### config.mk
export PLATFORM = sky130hd
export DESIGN_NAME = sdram_client_arbiter
export DESIGN_NICKNAME = d
export VERILOG_FILES = /design/src/rtl/sdram_client_arbiter.sv
export SDC_FILE = /design/constraint.sdc
export NUM_CORES = 1
export LEC_CHECK = 0
export CORE_ASPECT_RATIO = 0.8
export CORE_MARGIN = 1.5
export CORE_UTILIZATION = 36
export DETAILED_ROUTE_END_ITERATION = 8
export GPL_ROUTABILITY_DRIVEN = 0
export PLACE_DENSITY_LB_ADDON = 0.08
export SLEW_MARGIN = 20
export SYNTH_ARGS = -nofsm -noshare
export SYNTH_HDL_FRONTEND = slang
export SYNTH_SLANG_ARGS = --single-unit
### constraint.sdc
create_clock -name i_clk -period 4.2 [get_ports i_clk]
set_clock_uncertainty 0.05 [all_clocks]
set_input_delay 0.42 -clock i_clk [delete_from_list [all_inputs] [get_ports i_clk]]
set_output_delay 0.42 -clock i_clk [all_outputs]
set_load 0.01 [all_outputs]
### src/rtl/sdram_client_arbiter.sv
// N-client arbiter in front of SDRAMBus: registered grant, per-client request mux and
// finished routing, fixed-priority or round-robin selection, lock bursts and a completion timeout.
module sdram_client_arbiter #(
  parameter int NUM_CLIENTS = 5,
  parameter int ADDR_W      = 23,
  parameter int DATA_W      = 16,
  parameter int ARB_MODE    = 1,
  parameter int TIMEOUT_CYC = 1024
) (
  input  logic                          i_clk,
  input  logic                          i_rst,
  input  logic [NUM_CLIENTS-1:0]        cli_read,
  input  logic [NUM_CLIENTS-1:0]        cli_write,
  input  logic [NUM_CLIENTS-1:0]        cli_lock,
  input  logic [NUM_CLIENTS*ADDR_W-1:0] cli_addr,
  input  logic [NUM_CLIENTS*DATA_W-1:0] cli_writedata,
  output logic [DATA_W-1:0]             cli_readdata,
  output logic [NUM_CLIENTS-1:0]        cli_finished,
  output logic [NUM_CLIENTS-1:0]        grant,
  output logic                          timeout_err,
  output logic                          sdram_read,
  output logic                          sdram_write,
  output logic [ADDR_W-1:0]             sdram_addr,
  output logic [DATA_W-1:0]             sdram_writedata,
  input  logic [DATA_W-1:0]             sdram_readdata,
  input  logic                          sdram_finished
);
  localparam int IW = (NUM_CLIENTS > 1) ? $clog2(NUM_CLIENTS) : 1;
  localparam int TW = (TIMEOUT_CYC > 1) ? $clog2(TIMEOUT_CYC) : 1;

  typedef enum logic [1:0] {IDLE, BUSY, DONE} state_t;
  state_t state, state_nxt;

  logic [NUM_CLIENTS-1:0] req;
  logic [IW-1:0]          ptr, owner, winner, sel;
  logic [TW-1:0]          timer;
  logic                   found, relock, expire;
  logic                   issue_new, issue, complete, abort, retire, count, drop_grant;

  assign req    = cli_read | cli_write;
  assign relock = cli_lock[owner] & req[owner];
  assign expire = (TIMEOUT_CYC != 0) && (timer == TW'(TIMEOUT_CYC - 1));
  assign sel    = (state == IDLE) ? winner : owner;

  // First requester at or after the search base, wrapping; base is 0 in fixed mode.
  always_comb begin
    int j;
    j      = 0;
    winner = '0;
    found  = 1'b0;
    for (int i = 0; i < NUM_CLIENTS; i++) begin
      j = ((ARB_MODE == 1) ? int'(ptr) : 0) + i;
      if (j >= NUM_CLIENTS) j = j - NUM_CLIENTS;
      if (!found && req[j]) begin
        found  = 1'b1;
        winner = IW'(j);
      end
    end
  end

  always_ff @(posedge i_clk) begin
    if (i_rst) state <= IDLE;
    else       state <= state_nxt;
  end

  always_comb begin
    state_nxt = state;
    case (state)
      IDLE:    if (found) state_nxt = BUSY;
      BUSY:    if (sdram_finished || expire) state_nxt = DONE;
      DONE:    state_nxt = relock ? BUSY : IDLE;
      default: state_nxt = IDLE;
    endcase
  end

  always_comb begin
    issue_new  = (state == IDLE) && found;
    issue      = issue_new || ((state == DONE) && relock);
    complete   = (state == BUSY) && sdram_finished;
    abort      = (state == BUSY) && !sdram_finished && expire;
    retire     = complete || abort;
    count      = (state == BUSY) && !retire;
    drop_grant = (state == DONE) && !relock;
  end

  // Read wins when a client raises both; its write stays pending for a later grant.
  always_ff @(posedge i_clk) begin
    if (i_rst) begin
      grant           <= '0;
      owner           <= '0;
      ptr             <= '0;
      timer           <= '0;
      cli_finished    <= '0;
      cli_readdata    <= '0;
      timeout_err     <= 1'b0;
      sdram_read      <= 1'b0;
      sdram_write     <= 1'b0;
      sdram_addr      <= '0;
      sdram_writedata <= '0;
    end else begin
      cli_finished <= '0;
      if (issue) begin
        owner           <= sel;
        grant           <= NUM_CLIENTS'(1) << sel;
        sdram_read      <= cli_read[sel];
        sdram_write     <= cli_write[sel] & ~cli_read[sel];
        sdram_addr      <= cli_addr[sel*ADDR_W +: ADDR_W];
        sdram_writedata <= cli_writedata[sel*DATA_W +: DATA_W];
        timer           <= '0;
      end
      if (issue_new) ptr <= (winner == IW'(NUM_CLIENTS - 1)) ? '0 : winner + IW'(1);
      if (count) timer <= timer + TW'(1);
      if (retire) begin
        sdram_read   <= 1'b0;
        sdram_write  <= 1'b0;
        cli_finished <= grant;
        cli_readdata <= complete ? sdram_readdata : '0;
        if (abort) timeout_err <= 1'b1;
      end
      if (drop_grant) grant <= '0;
    end
  end
endmodule

# Word level (Yosys, flattened, before mapping)
# Cells that the tools add are included.
[word_totals]
regBits = 86
inputBits = 229
out_inout_bits = 68
word_cells = 125
[op_classes]
addsub = 11
n_mul = 1
n_lt_le_gt_ge = 12
eq_ne = 6
shift = 3
muxes = 47
n_bitwise = 5
reduce_logical = 28
[ops]
columns = ["cell", "count"]
rows = [
  ["32-bit by 5-bit less-than comparator with 1-bit output, second input constant", 5],
  ["32-bit 2-to-1 mux", 5],
  ["115-bit by 9-bit variable part select with 23-bit output", 1],
  ["80-bit by 8-bit variable part select with 16-bit output", 1],
  ["1-bit binary-select mux with 3-bit select", 9],
  ["3-bit 2-to-1 mux", 7],
  ["1-bit 2-to-1 mux", 20],
  ["10-bit 2-to-1 mux", 2],
  ["4-bit by 3-bit subtractor with 5-bit output, second input constant", 4],
  ["4-bit by 3-bit >= comparator with 1-bit output, second input constant", 4],
  ["16-bit 2-to-1 mux", 1],
  ["1-bit logical AND", 11],
  ["10-bit by 1-bit adder with 10-bit output, second input constant", 1],
  ["10-bit == test, second input constant", 1],
  ["3-bit by 2-bit adder with 4-bit output, second input constant", 2],
  ["3-bit by 4-bit less-than comparator with 1-bit output, second input constant", 2],
  ["3-bit by 5-bit multiplier with 8-bit output, second input constant", 1],
  ["1-bit logical NOT", 7],
  ["2-bit one-hot mux with 3 select lines", 1],
  ["2-bit OR reduction", 3],
  ["5-bit OR", 1],
  ["1-bit by 3-bit left shift with 5-bit output, first input constant", 1],
  ["3-bit by 1-bit adder with 4-bit output, second input constant", 1],
  ["3-bit by 3-bit adder with 4-bit output, second input constant", 1],
  ["14 further kinds", 21],
]

# Longest topological paths before layout
[depth]
depth_word = 23
depth_mapped = 19
mapped_depth_nobuf = 17

# Worst setup path before layout
# No wires, ideal clock.
[synth_timing]
path_type = "reg2reg"
startpoint = "register ptr[0]"
endpoint = "register sdram_addr[7]"
setup_time_ps = 57
arrival_ps = 3899
required_ps = 4093
setup_slack_ps = 194
path_stages_with_launch = 19
path_buffers = 3
period_less_slack_ps = 4006
path_cell_list = "dfxtp_1 -> buf_2 -> inv_2 -> ha_1 -> inv_1 -> ha_1 -> a21o_1 -> xnor2_1 -> mux2_2 -> o2bb2ai_2 -> nor4_4 -> a41o_1 -> a2bb2oi_2 -> mux2_4 -> or4_4 -> buf_6 -> buf_6 -> o221ai_1 -> a21o_1"
[synth_between]
elab_chain_cells = 21
word_cells_on_any_way = 57
cone_classes = "9 x add/sub; 1 x mul; 5 x order compare; 1 x shift; 31 x mux; 10 x reduce/logical"
[synth_rtl]
columns = ["element", "line_no", "source"]
rows = [
  ["from (decl)", "35", "logic [IW-1:0] ptr, owner, winner, sel;"],
  ["from (signal assigned)", "111", "if (issue_new) ptr <= (winner == IW'(NUM_CLIENTS - 1)) ? '0 : winner + IW'(1);"],
  ["parallel branches: the longest is 21 deep, another holds 4-bit by 3-bit subtractor with 5-bit output", "--", ""],
  ["to (signal assigned)", "107", "sdram_addr <= cli_addr[sel*ADDR_W +: ADDR_W];"],
  ["to (decl)", "23", "output logic [ADDR_W-1:0] sdram_addr,"],
]
# Parallel ways; which one is timed is not known. The select of a mux whose other input is x is not followed.
# A chain may end at the register's enable or synchronous reset.

# Worst setup path after layout
[layout_timing]
startpoint = "register ptr[1]"
endpoint = "register sdram_writedata[8]"
[layout_between]
elab_chain_cells = 20
word_cells_on_any_way = 56
cone_classes = "9 x add/sub; 5 x order compare; 1 x shift; 31 x mux; 10 x reduce/logical"
[layout_rtl]
columns = ["element", "line_no", "source"]
rows = [
  ["parallel branches: the longest is 20 deep, another holds 4-bit by 3-bit subtractor with 5-bit output", "--", ""],
  ["to (signal assigned)", "108", "sdram_writedata <= cli_writedata[sel*DATA_W +: DATA_W];"],
  ["to (decl)", "24", "output logic [DATA_W-1:0] sdram_writedata,"],
]
# Parallel ways; which one is timed is not known. The select of a mux whose other input is x is not followed.

==> reports/metrics.csv <==
stage,metric,value,unit
outcome,status,"finished, final reports clean",
layout,Finished Cell Area,9350,um2
die,Top Ports,297,
synth,Mapped Avg Cell Area,8.99,um2
grt,GR Overflow Total,0,
die,width of the die,142,um
synth,post-synthesis cell type count,69,
worst_setup_path,R2R Path Start,ptr[1],
cts,Num CTS Buffers,9,
timing,FMAX,248,MHz
synth,largest area contributor in the netlist,dfxtp_1,
die,Die H,114,um
worst_setup_path,R2R Setup Slk,170,ps
layout,Layout area overhead,69.0,%
synth,Syn Std Cell Area,5530,um2
power,P per Cell Area,694,nW/um2
cts,"Clk pin slew, worst setup/hold paths",70,ps
timing,Final Hold Violating Endpoints,0,
layout,Total Nets Final,1168,
worst_hold_path,hold path start,timeout_err,
cts,TritonCTS Sinks,86,
timing,minimum clock period,4030,ps
layout,area of the multi-input gates,3710,um2
power,worst vdd ir,402,uV
worst_setup_path,CP Max Fanout,15,
drt,Initial DRT Pass Iterations,4,
worst_setup_path,FF-to-FF path depth,16,
cts,CTS tree,built,
die,floorplan core area,15000,um2
grt,initial antenna violation count,0,
cts,CTS root buf,clkbuf_16,
timing,post-route setup TNS,0,ps
worst_hold_path,hold path cells,2,
worst_hold_path,HP Class,reg -> reg,
synth,Post-synth EDFFs,0,
layout,antenna cell count,0,
synth,synth top area cells,"dfxtp_1 31%, mux2i_1 16%, o221ai_1 6.3%, a21o_1 5.4%, nand2_1 3.9%",
timing,Final setup viols,0,
timing,Final period util,96.0,%
synth,"Primary FF master, synth",dfxtp_1,
drt,vias per cell,5.57,
synth,YS warnings,0,
drt,total number of vias,6229,
die,Initial Util,36.8,%
flow_run,Max-Cap Viols,0,
drt,WL/cell,20.6,um
synth,asr flop ratio synth,0,%
synth,Syn Inst Count,615,
power,part of the power in registers,17.5,%
cts,H-tree Lvls,3,
worst_setup_path,critical path capture point type,register,
worst_setup_path,worst endpoint required time,4400,ps
drt,final wirelength,23000,um
power,Design Power,6490,uW
power,Comb power frac,69.2,%
cts,clock latency on the worst-skew pair,350,ps
die,DIE AREA,16100,um2
worst_setup_path,WP data arrival,4230,ps
timing,Worst Tran Pin Value,1030,ps
power,Pint,3690,uW
drt,Post-route DRC,0,
grt,GR Util All Layers,26.2,%
power,P_leak,0.00378,uW
synth,Syn Nets,858,
power,NetSw,2790,uW
cts,clk buf depth,2,
layout,# fillers,1269,
grt,first-pass GRT wire length,32900,um
placed_design,Placed Area,8870,um2
synth,Synth top area share,31.1,%
die,site row count,40,
drt,DRT iter0 DRCs,289,
grt,largest net degree at the start of global routing,40,
worst_setup_path,critical path class,reg -> reg,
power,Sw Ratio,43.1,%
placed_design,HPWL after DPL,17300,um
worst_setup_path,reg-to-reg endpoint,sdram_writedata[8],
layout,layout cells sized above 1,9.78,%
cts,CTS Hold Bufs,0,
synth,#FFs+latches synth,86,
synth,"Seq/Total Area, Yosys",31.1,%
drt,number of nets with antenna violations after routing,0,
layout,most common library cell in the layout ignoring fill and taps,clkdlybuf4s50_1,
worst_hold_path,hold path endpoint,timeout_err,
layout,Seq. cell area,1720,um2
timing,"Slew Viols, Final",0,
placed_design,IO buf count,296,
layout,most frequent cells in the layout,"296 x clkdlybuf4s50_1, 87 x mux2i_1, 85 x dfxtp_1",
timing,Rel. slew slack,30.9,%
grt,vias in the first global route,6107,
power,clock power share,13.2,%
worst_setup_path,crit start category,register,
-- per-stage QoR --
stage / hold WS (ps) / utilization, % / cells / worst slack, ps
3_5_place_dp: 416 / 59.1 / 1092 / -73.8
3_3_place_gp: 411 / 59.1 / 1092 / 90.5
2_1_floorplan: 410 / - / 615 / 194
4_1_cts: 439 / 61.4 / 1111 / 6.22
5_1_grt: 449 / 62.3 / 1119 / -33.0
6_report: 439 / 62.3 / 1119 / 166
-- synth_stat cells (2+ instances only) --
master,instances
a2111oi_0,4
a211oi_1,5
a21boi_0,2
a21o_1,40
a21oi_1,24
a221oi_1,2
a22o_1,18
a22oi_1,5
a31oi_1,3
and2_1,9
and3_1,10
and4_1,3
buf_2,14
buf_4,2
buf_6,3
clkbuf_1,17
dfxtp_1,86
ha_1,14
inv_1,10
mux2_2,4
mux2i_1,88
mux4_2,2
nand2_1,57
nand2b_1,5
nand3_1,8
nand3b_1,7
nor2_1,41
nor2b_1,11
nor3_1,8
nor4_1,2
o211ai_1,3
o21ai_0,21
o21ai_1,2
o21bai_1,2
o221ai_1,40
o22ai_1,2
o31ai_1,2
or2_2,3
or3_1,2
xnor2_1,5
-- registers in the layout, indices dropped and copies added, names as in the netlist, 3 cells and up --
signal / cells
sdram_addr: 23
timer: 10
cli_finished: 5
cli_readdata: 16
owner: 3
grant: 5
ptr: 3
sdram_writedata: 16
-- cell type report --
class	count	share of cell area (%)
clock buffer	9	2.41
sequential	86	18.4
timing repair buffer	331	35.4
tap	189	2.53
inverter	11	0.442
multi-input combinational	486	39.7
clock inverter	7	0.991
-- critical path: stages (launching register included) --
cell      delay, ps
dfxtp_1         340
inv_1            70
buf_4           180
ha_1            230
or4b_4          560
o22ai_4         250
o211ai_1        160
o31ai_1         110
or3b_1          400
a21boi_0        140
o211ai_1        120
buf_4           170
a31o_4          260
buf_12          200
mux2i_2         320
o221ai_1        180
a21o_1          180
-- routing by layer --
layer | share of wire, % | track usage (%) | up-vias | wire length [um]
met3 | 7.5 | 6.47 | 31 | 1730
met1 | 42 | 31.2 | 2988 | 9680
met2 | 49 | 46.7 | 247 | 11200
met4 | 1.8 | 7.42 | 0 | 403
met5 | 0 | 0 | - | 0
li1 | - | - | 2963 | -
-- power by group through the flow --
stage	logic (uW)	clock network, uW	registers [uW]
6_report	4490	859	1140
5_1_grt	4810	904	1160
4_1_cts	4240	879	1130
3_5_place_dp	4160	0	1150
3_3_place_gp	4050	0	1140
2_1_floorplan	2660	0	1210
-- what timing repair did --
| item | in CTS | in global routing |
|---|---|---|
| endpoints found under the setup margin | 40 | 45 |
| resized for setup | 1 | 15 |
| pin swaps | 3 | 5 |
| buffers inserted | 2 | 5 |
| cloned | 1 | 3 |
-- logic make-up after synthesis --
| kind of cell | Yosys count | synth area share (%) |
|---|---|---|
| flops | 86 | 31.1 |
| mux | 95 | 17.8 |
| compound gates | 189 | 25.9 |
| fa+ha+maj | 14 | 3.17 |
| simple gates | 177 | 16.7 |
| xor+xnor | 7 | 1.24 |
| buf+inv | 47 | 4.05 |
-- worst max-delay path by stage --
stage | startpoint | to | slack [ps] | depth (start not counted)
2_1_floorplan | ptr[0] | sdram_addr[7] | 190 | 18
3_3_place_gp | cli_read[4] | sdram_writedata[4] | 90 | 12
3_5_place_dp | ptr[0] | sdram_writedata[8] | -70 | 13
4_1_cts | ptr[0] | sdram_addr[15] | 6 | 15
5_1_grt | ptr[0] | sdram_writedata[15] | -30 | 17
6_report | ptr[1] | sdram_writedata[8] | 170 | 16
Note: power is estimated with default switching activity, not from simulation.
